--- src/rtl/sum_accumulator_if.sv ---
// Operand-in / result-out handshake bundle for sum_accumulator.
// master drives operands and result backpressure; slave is the accumulator.
interface sum_accumulator_if #(
  parameter int unsigned W = 4
);
  logic [W-1:0] in_msg;
  logic         in_val;
  logic         in_rdy;
  logic [W-1:0] out_msg;
  logic         out_ovf;
  logic         out_val;
  logic         out_rdy;

  modport master (
    output in_msg, in_val, out_rdy,
    input  in_rdy, out_msg, out_ovf, out_val
  );

  modport slave (
    input  in_msg, in_val, out_rdy,
    output in_rdy, out_msg, out_ovf, out_val
  );
endinterface

--- src/rtl/sum_accumulator.sv ---
// Accumulates NUM W-bit operands (mod 2^W) and emits the sum with a
// sticky carry-out flag over a val/rdy stream.
module sum_accumulator #(
  parameter int unsigned W   = 4,
  parameter int unsigned NUM = 4
) (
  input  logic              clk,
  input  logic              reset,
  sum_accumulator_if.slave  bus
);
  localparam int unsigned CW = (NUM > 1) ? $clog2(NUM) : 1;
  localparam logic [CW-1:0] CNT_LAST = CW'(NUM - 1);

  typedef enum logic {ACCUM = 1'b0, DONE = 1'b1} state_t;

  state_t        state;
  state_t        state_nxt;
  logic          in_rdy_q;
  logic          out_val_q;
  logic          in_rdy_c;
  logic          out_val_c;
  logic [W-1:0]  acc;
  logic          ovf;
  logic [CW-1:0] cnt;
  logic [W:0]    sum_c;
  logic          in_fire;
  logic          out_fire;

  assign in_fire  = bus.in_val & in_rdy_q;
  assign out_fire = out_val_q & bus.out_rdy;
  assign sum_c    = {1'b0, acc} + {1'b0, bus.in_msg};

  // State register; handshake flags are registered copies of the state decode
  always_ff @(posedge clk) begin
    if (reset) begin
      state     <= ACCUM;
      in_rdy_q  <= 1'b1;
      out_val_q <= 1'b0;
    end else begin
      state     <= state_nxt;
      in_rdy_q  <= in_rdy_c;
      out_val_q <= out_val_c;
    end
  end

  // Next-state logic
  always_comb begin
    state_nxt = state;
    case (state)
      ACCUM: if (in_fire && (cnt == CNT_LAST)) state_nxt = DONE;
      DONE:  if (out_fire) state_nxt = ACCUM;
      default: state_nxt = ACCUM;
    endcase
  end

  // Output decode, taken from the next state so the flags land with it
  always_comb begin
    in_rdy_c  = 1'b0;
    out_val_c = 1'b0;
    case (state_nxt)
      ACCUM:   in_rdy_c  = 1'b1;
      DONE:    out_val_c = 1'b1;
      default: in_rdy_c  = 1'b1;
    endcase
  end

  // Datapath: operand X is harmless since acc only loads on a fire
  always_ff @(posedge clk) begin
    if (reset) begin
      acc <= '0;
      ovf <= 1'b0;
      cnt <= '0;
    end else if (out_fire) begin
      acc <= '0;
      ovf <= 1'b0;
    end else if (in_fire) begin
      acc <= sum_c[W-1:0];
      ovf <= ovf | sum_c[W];
      cnt <= (cnt == CNT_LAST) ? '0 : cnt + CW'(1);
    end
  end

  assign bus.in_rdy  = in_rdy_q;
  assign bus.out_val = out_val_q;
  assign bus.out_msg = acc;
  assign bus.out_ovf = ovf;
endmodule
--- src/flat_wrapper.sv ---
// flat-port wrapper written by rule: the top's interface ports become plain ports
module sum_accumulator_flat 
#(
  parameter int unsigned W   = 4,
  parameter int unsigned NUM = 4
)
  (clk, reset, bus_in_msg, bus_in_val, bus_out_rdy, bus_in_rdy, bus_out_msg, bus_out_ovf, bus_out_val);
  sum_accumulator_if #(.W(W)) bus_i ();
  input  logic clk;
  input  logic reset;
  input wire logic [$bits(bus_i.in_msg)-1:0] bus_in_msg;
  input wire logic [$bits(bus_i.in_val)-1:0] bus_in_val;
  input wire logic [$bits(bus_i.out_rdy)-1:0] bus_out_rdy;
  output wire logic [$bits(bus_i.in_rdy)-1:0] bus_in_rdy;
  output wire logic [$bits(bus_i.out_msg)-1:0] bus_out_msg;
  output wire logic [$bits(bus_i.out_ovf)-1:0] bus_out_ovf;
  output wire logic [$bits(bus_i.out_val)-1:0] bus_out_val;
  assign bus_i.in_msg = bus_in_msg;
  assign bus_i.in_val = bus_in_val;
  assign bus_i.out_rdy = bus_out_rdy;
  assign bus_in_rdy = bus_i.in_rdy;
  assign bus_out_msg = bus_i.out_msg;
  assign bus_out_ovf = bus_i.out_ovf;
  assign bus_out_val = bus_i.out_val;
  sum_accumulator #(.W(W), .NUM(NUM)) u_core (.clk(clk), .reset(reset), .bus(bus_i));
endmodule
--- config.mk ---
export PLATFORM = sky130hd
export DESIGN_NAME = sum_accumulator_flat
export DESIGN_NICKNAME = d
export VERILOG_FILES = /design/src/rtl/sum_accumulator_if.sv /design/src/rtl/sum_accumulator.sv /design/src/flat_wrapper.sv
export SDC_FILE = /design/constraint.sdc
export NUM_CORES = 1
export LEC_CHECK = 0
export ABC_AREA = 0
export CORE_AREA = 8 8 45 47
export DETAILED_ROUTE_END_ITERATION = 12
export DIE_AREA = 0 0 53 55
export PLACE_DENSITY_LB_ADDON = 0.1
export SLEW_MARGIN = 10
export SYNTH_ARGS = -nofsm -noshare
export SYNTH_HDL_FRONTEND = slang
export SYNTH_SLANG_ARGS = --single-unit
--- constraint.sdc ---
create_clock -name clk -period 2.8 [get_ports clk]
set_clock_uncertainty 0.2 [all_clocks]
set_input_delay 0.28 -clock clk [delete_from_list [all_inputs] [get_ports clk]]
set_output_delay 0.28 -clock clk [all_outputs]
set_load 0.02 [all_outputs]
Yosys cells after proc, flatten, opt, wreduce, memory -nomap -nowiden
Cells that the tools add are included.
Widths: inputs -> output; s select.
{"block": "word_totals", "out_inout_bits": 7, "register_bits": 10, "wordCells": 23, "in_bits": 8}
{"block": "classes", "mux": 6, "n_bitwise": 5, "reduce_logical": 3, "n_addsub": 2, "n_eq_ne": 1}
{"operator": "$add 4x4->5", "n": 1}
{"operator": "$mux 1", "n": 4}
{"operator": "$add 2x1->2 const B", "n": 1}
{"operator": "$and 1x1->1", "n": 2}
{"operator": "$eq 2x2->1 const B", "n": 1}
{"operator": "$mux 2", "n": 1}
{"operator": "$not 1->1", "n": 2}
{"operator": "$pmux 1 s2", "n": 1}
{"operator": "$reduce_and 2->1", "n": 1}
{"operator": "$reduce_or 2->1", "n": 1}
{"operator": "$logic_and 1x1->1", "n": 1}
{"operator": "$or 1x1->1", "n": 1}

Longest topological paths before layout
{"block": "depth", "depth_word": 5, "mapped_depth": 5, "ltp_nobuf": 5}

Worst setup path before layout
No wires, ideal clock.
{"block": "synth_timing", "kind": "flip-flop to flip-flop", "from": "reg u_core.acc[0], in the netlist u_core.bus.out_msg[0]", "to": "reg u_core.acc[2], in the netlist u_core.bus.out_msg[2]", "stages_incl_launch_ff": 5, "required_time_ns": 2.514, "n_path_buf": 0, "t_arrival_ns": 1.326, "synth_period_minus_slack_ns": 1.611, "slack_ns": 1.189, "setup_ns": 0.086, "path_cell_list": "dfxtp_1 > ha_1 > fa_1 > xnor2_1 > a211oi_1"}
{"block": "synth_between", "elab_chain_len": 1}
{"item": "from (decl)", "line": "sum_accumulator.sv:22", "source": "logic [W-1:0] acc;"}
{"item": "from (signal assigned)", "line": "sum_accumulator.sv:77", "source": "acc <= sum_c[W-1:0];"}
{"item": "$add 4x4->5", "line": "sum_accumulator.sv:31", "source": "assign sum_c = {1'b0, acc} + {1'b0, bus.in_msg};"}
Every way passes these cells.
A chain may end at the register's enable or synchronous reset.

Worst setup path after layout
{"block": "layout_timing", "from": "reg u_core.acc[1], in the netlist u_core.bus.out_msg[1]", "to": "out bus_out_msg[1]"}
{"item": "to (decl)", "line": "flat_wrapper.sv:15", "source": "output wire logic [$bits(bus_i.out_msg)-1:0] bus_out_msg;"}
No word-level cell between the ends.

==> run_results.csv <==
group,metric,value,unit
timing,finalHoldViolCount,0,
routing,routed_via_density,5.02,
critical_path,path_buf_inv,1,
die,die_area,2920,um^2
routing,route.detailed.drc,0,
critical_path,arrival,1300,ps
finish,layout-drive-gt1-share,7.46,%
clocking,cts_root_buffer,"clkbuf_4",
critical_path,critPathCapture,"bus_out_msg[1]",
die,row_count,14,
critical_path,end_kind,"primary output",
timing,maxSlewViolCount,0,
timing,clock.fmax,563,MHz
synth,synth.largest_area_cell,"dfxtp_1",
clocking,cts-buffers-inserted,3,
clocking,htreeDepth,1,
clocking,cts_setup_buffers,0,
critical_path,cp-startpoint,"u_core.bus.out_msg[1]",
clocking,clk_transition_reported_paths,60,ps
critical_path,cp_top_family,"buffers and inverters",
clocking,cts_sinks,9,
critical_path,rr_startpoint,"u_core.bus.out_msg[0]",
timing,fin_hold_ws,279,ps
synth,yosys-top-cells-area,"dfxtp_1 39%, ha_1 14%, a21oi_1 8.7%",
routing,antenna_left,0,
clocking,cts_hold_buf,0,
die,start_util,33.4,%
routing,wl_per_cell,12.3,um
status,status,"finished, final reports clean",
synth,avgSynthCellArea,9.23,um^2
clocking,cts_tree,"yes",
synth,yosys_warnings,0,
timing,min_period,1780,ps
synth,synth_seq_area_share,39.0,%
routing,wirelength,1020,um
global_route,grt_pass1_wl,1660,um
critical_path,crit_type,"reg -> out",
critical_path,r2r-end,"u_core.bus.out_msg[2]",
die,die_h,55,um
critical_path,path_cells,"clkdlybuf4s50_1",
global_route,grt.overflow.total,0,
synth,netlist.area_leader.share,39.0,%
critical_path,cp_slowest_cell,"clkdlybuf4s50_1",
synth,syn_nets,64,
synth,synth.distinct_cells,22,
clocking,cts_buffer_depth,2,
global_route,antenna_found_initial,0,
global_route,grt.total_usage,8.10,%
synth,syn_area,462,um^2
synth,synth_seq_cells,9,
critical_path,worstPathRequired,2320,ps
critical_path,rrSetupSlack,1220,ps
die,design.core.area,1380,um^2
synth,syn_inst,50,
critical_path,critPathLaunchType,"register",
critical_path,path_max_fanout,4,
timing,rsz0062_at_grt,"no",
place,dpl.hpwl,808,um
power,p_per_area,504,nW/um^2
timing,setup_viol,0,
global_route,grt_pass1_vias,396,
timing,worstMarginPinSlew,275,ps
min_path,min_path_type,"reg -> reg",
power,leakagePower,0.000272,uW
timing,finalCritPeriodShare,63.5,%
finish,antennaDiodeCount,0,
finish,final_nets,82,
clocking,cts_resized,0,
routing,drt-initial-drc-count,3,
power,ir_drop,260,uV
routing,vias,417,
finish,utilization,46.6,%
critical_path,r2r_cells,4,
place,gp_congestion,0.688,
die,die_w,53,um
global_route,grt_start_max_net_pins,8,
clocking,clk_latency,260,ps
routing,dr.pass1.iters,4,
finish,syn_to_final_growth,39.6,%
die,io_pins,15,
timing,setup_tns,0,ps
critical_path,max_stage_delay,630,ps
job,maxCapViolations,0,
place,io_buffers,14,
timing,slew_headroom,81.7,%
critical_path,crit_cells,1,
==> metal layers <==
metal	track usage [%]	up-vias	part of all wire [%]
met2	10.7	14	42
li1	-	217	-
met1	8.85	184	45
met5	0	-	0
met4	3.88	0	0.98
met3	6.95	2	12
==> how the worst min path moves through the flow <==
stage                                      from                    end  slack [ps]  cells after the start
after floorplan                           reset          u_core.cnt[0]         150                      1
after global placement    u_core.bus.out_msg[0]  u_core.bus.out_msg[0]         270                      2
after detailed placement  u_core.bus.out_msg[0]  u_core.bus.out_msg[0]         270                      2
after CTS                 u_core.bus.out_msg[0]  u_core.bus.out_msg[0]         280                      2
after global routing      u_core.bus.out_msg[0]  u_core.bus.out_msg[0]         310                      2
final                     u_core.bus.out_msg[0]  u_core.bus.out_msg[0]         280                      2
==> flip-flops by register name, indices dropped and copies added, names as in the netlist <==
signal              flops
u_core.cnt              2
u_core.bus.out_ovf      1
u_core.bus.out_msg      4
u_core.bus.out_val      1
u_core.bus.in_rdy       1
==> synth_stat cells <==
master    number
nand4_1        1
and2_4         1
a21o_1         1
dfxtp_1        9
and3_1         2
xnor2_1        1
a21oi_1        8
ha_1           5
a211oi_1       1
nand3_1        3
and2_1         1
a2111o_1       1
o21a_1         1
nand3b_1       1
or4_1          1
clkbuf_1       1
a21o_2         1
fa_1           1
o21ai_0        2
nand2_1        6
inv_1          1
nor2_1         1
==> kinds of logic after synthesis <==
group | count (synthesis) | share of synthesized area [%]
AO/OA/AOI/OAI | 15 | 20.1
flip-flops | 9 | 39.0
AND/OR/NAND/NOR | 17 | 19.5
adder cells (fa/ha/maj) | 6 | 17.9
XOR/XNOR | 1 | 1.90
buffers and inverters | 2 | 1.62
==> placed cells by master, fill, tap and decap left out <==
cell type / n
dfxtp_1: 9
nor2_1: 1
nand2_1: 6
and2_4: 1
a2111o_1: 1
a211oi_1: 1
o21ai_0: 2
nand4_1: 1
and3_1: 2
a21oi_1: 8
fa_1: 1
a21o_2: 1
or4_1: 1
a21o_1: 1
inv_1: 1
clkbuf_4: 3
o21a_1: 1
clkbuf_1: 1
xnor2_1: 1
clkdlybuf4s50_1: 14
nand3_1: 3
nand3b_1: 1
ha_1: 5
and2_1: 1
==> stage by stage <==
stage / cells / worst slack, ps / cell area (um^2) / total power, uW
after floorplan: 50 / 1190 / 462 / 192
after global placement: 79 / 872 / 618 / 227
after detailed placement: 79 / 856 / 618 / 227
after CTS: 83 / 997 / 644 / 334
after global routing: 83 / 956 / 644 / 347
final: 83 / 1020 / 644 / 325
==> where the power goes <==
part | internal, uW | total (uW) | switching [uW] | leakage, uW
sequential | 138 | 145 | 7.36 | 0.0000739
combinational | 40.5 | 77.1 | 36.6 | 0.000183
clock | 55.0 | 102 | 47.2 | 0.0000150
total | 233 | 325 | 91.2 | 0.000272
==> final cells by class <==
type / count / area, um^2
sequential: 9 / 180
timing repair buffer: 14 / 140
fill: 142 / 739
multi-input combinational: 39 / 274
tap: 16 / 20.0
clock buffer: 4 / 26.3
inverter: 1 / 3.75
No activity file was read; power rests on OpenSTA's default activity.
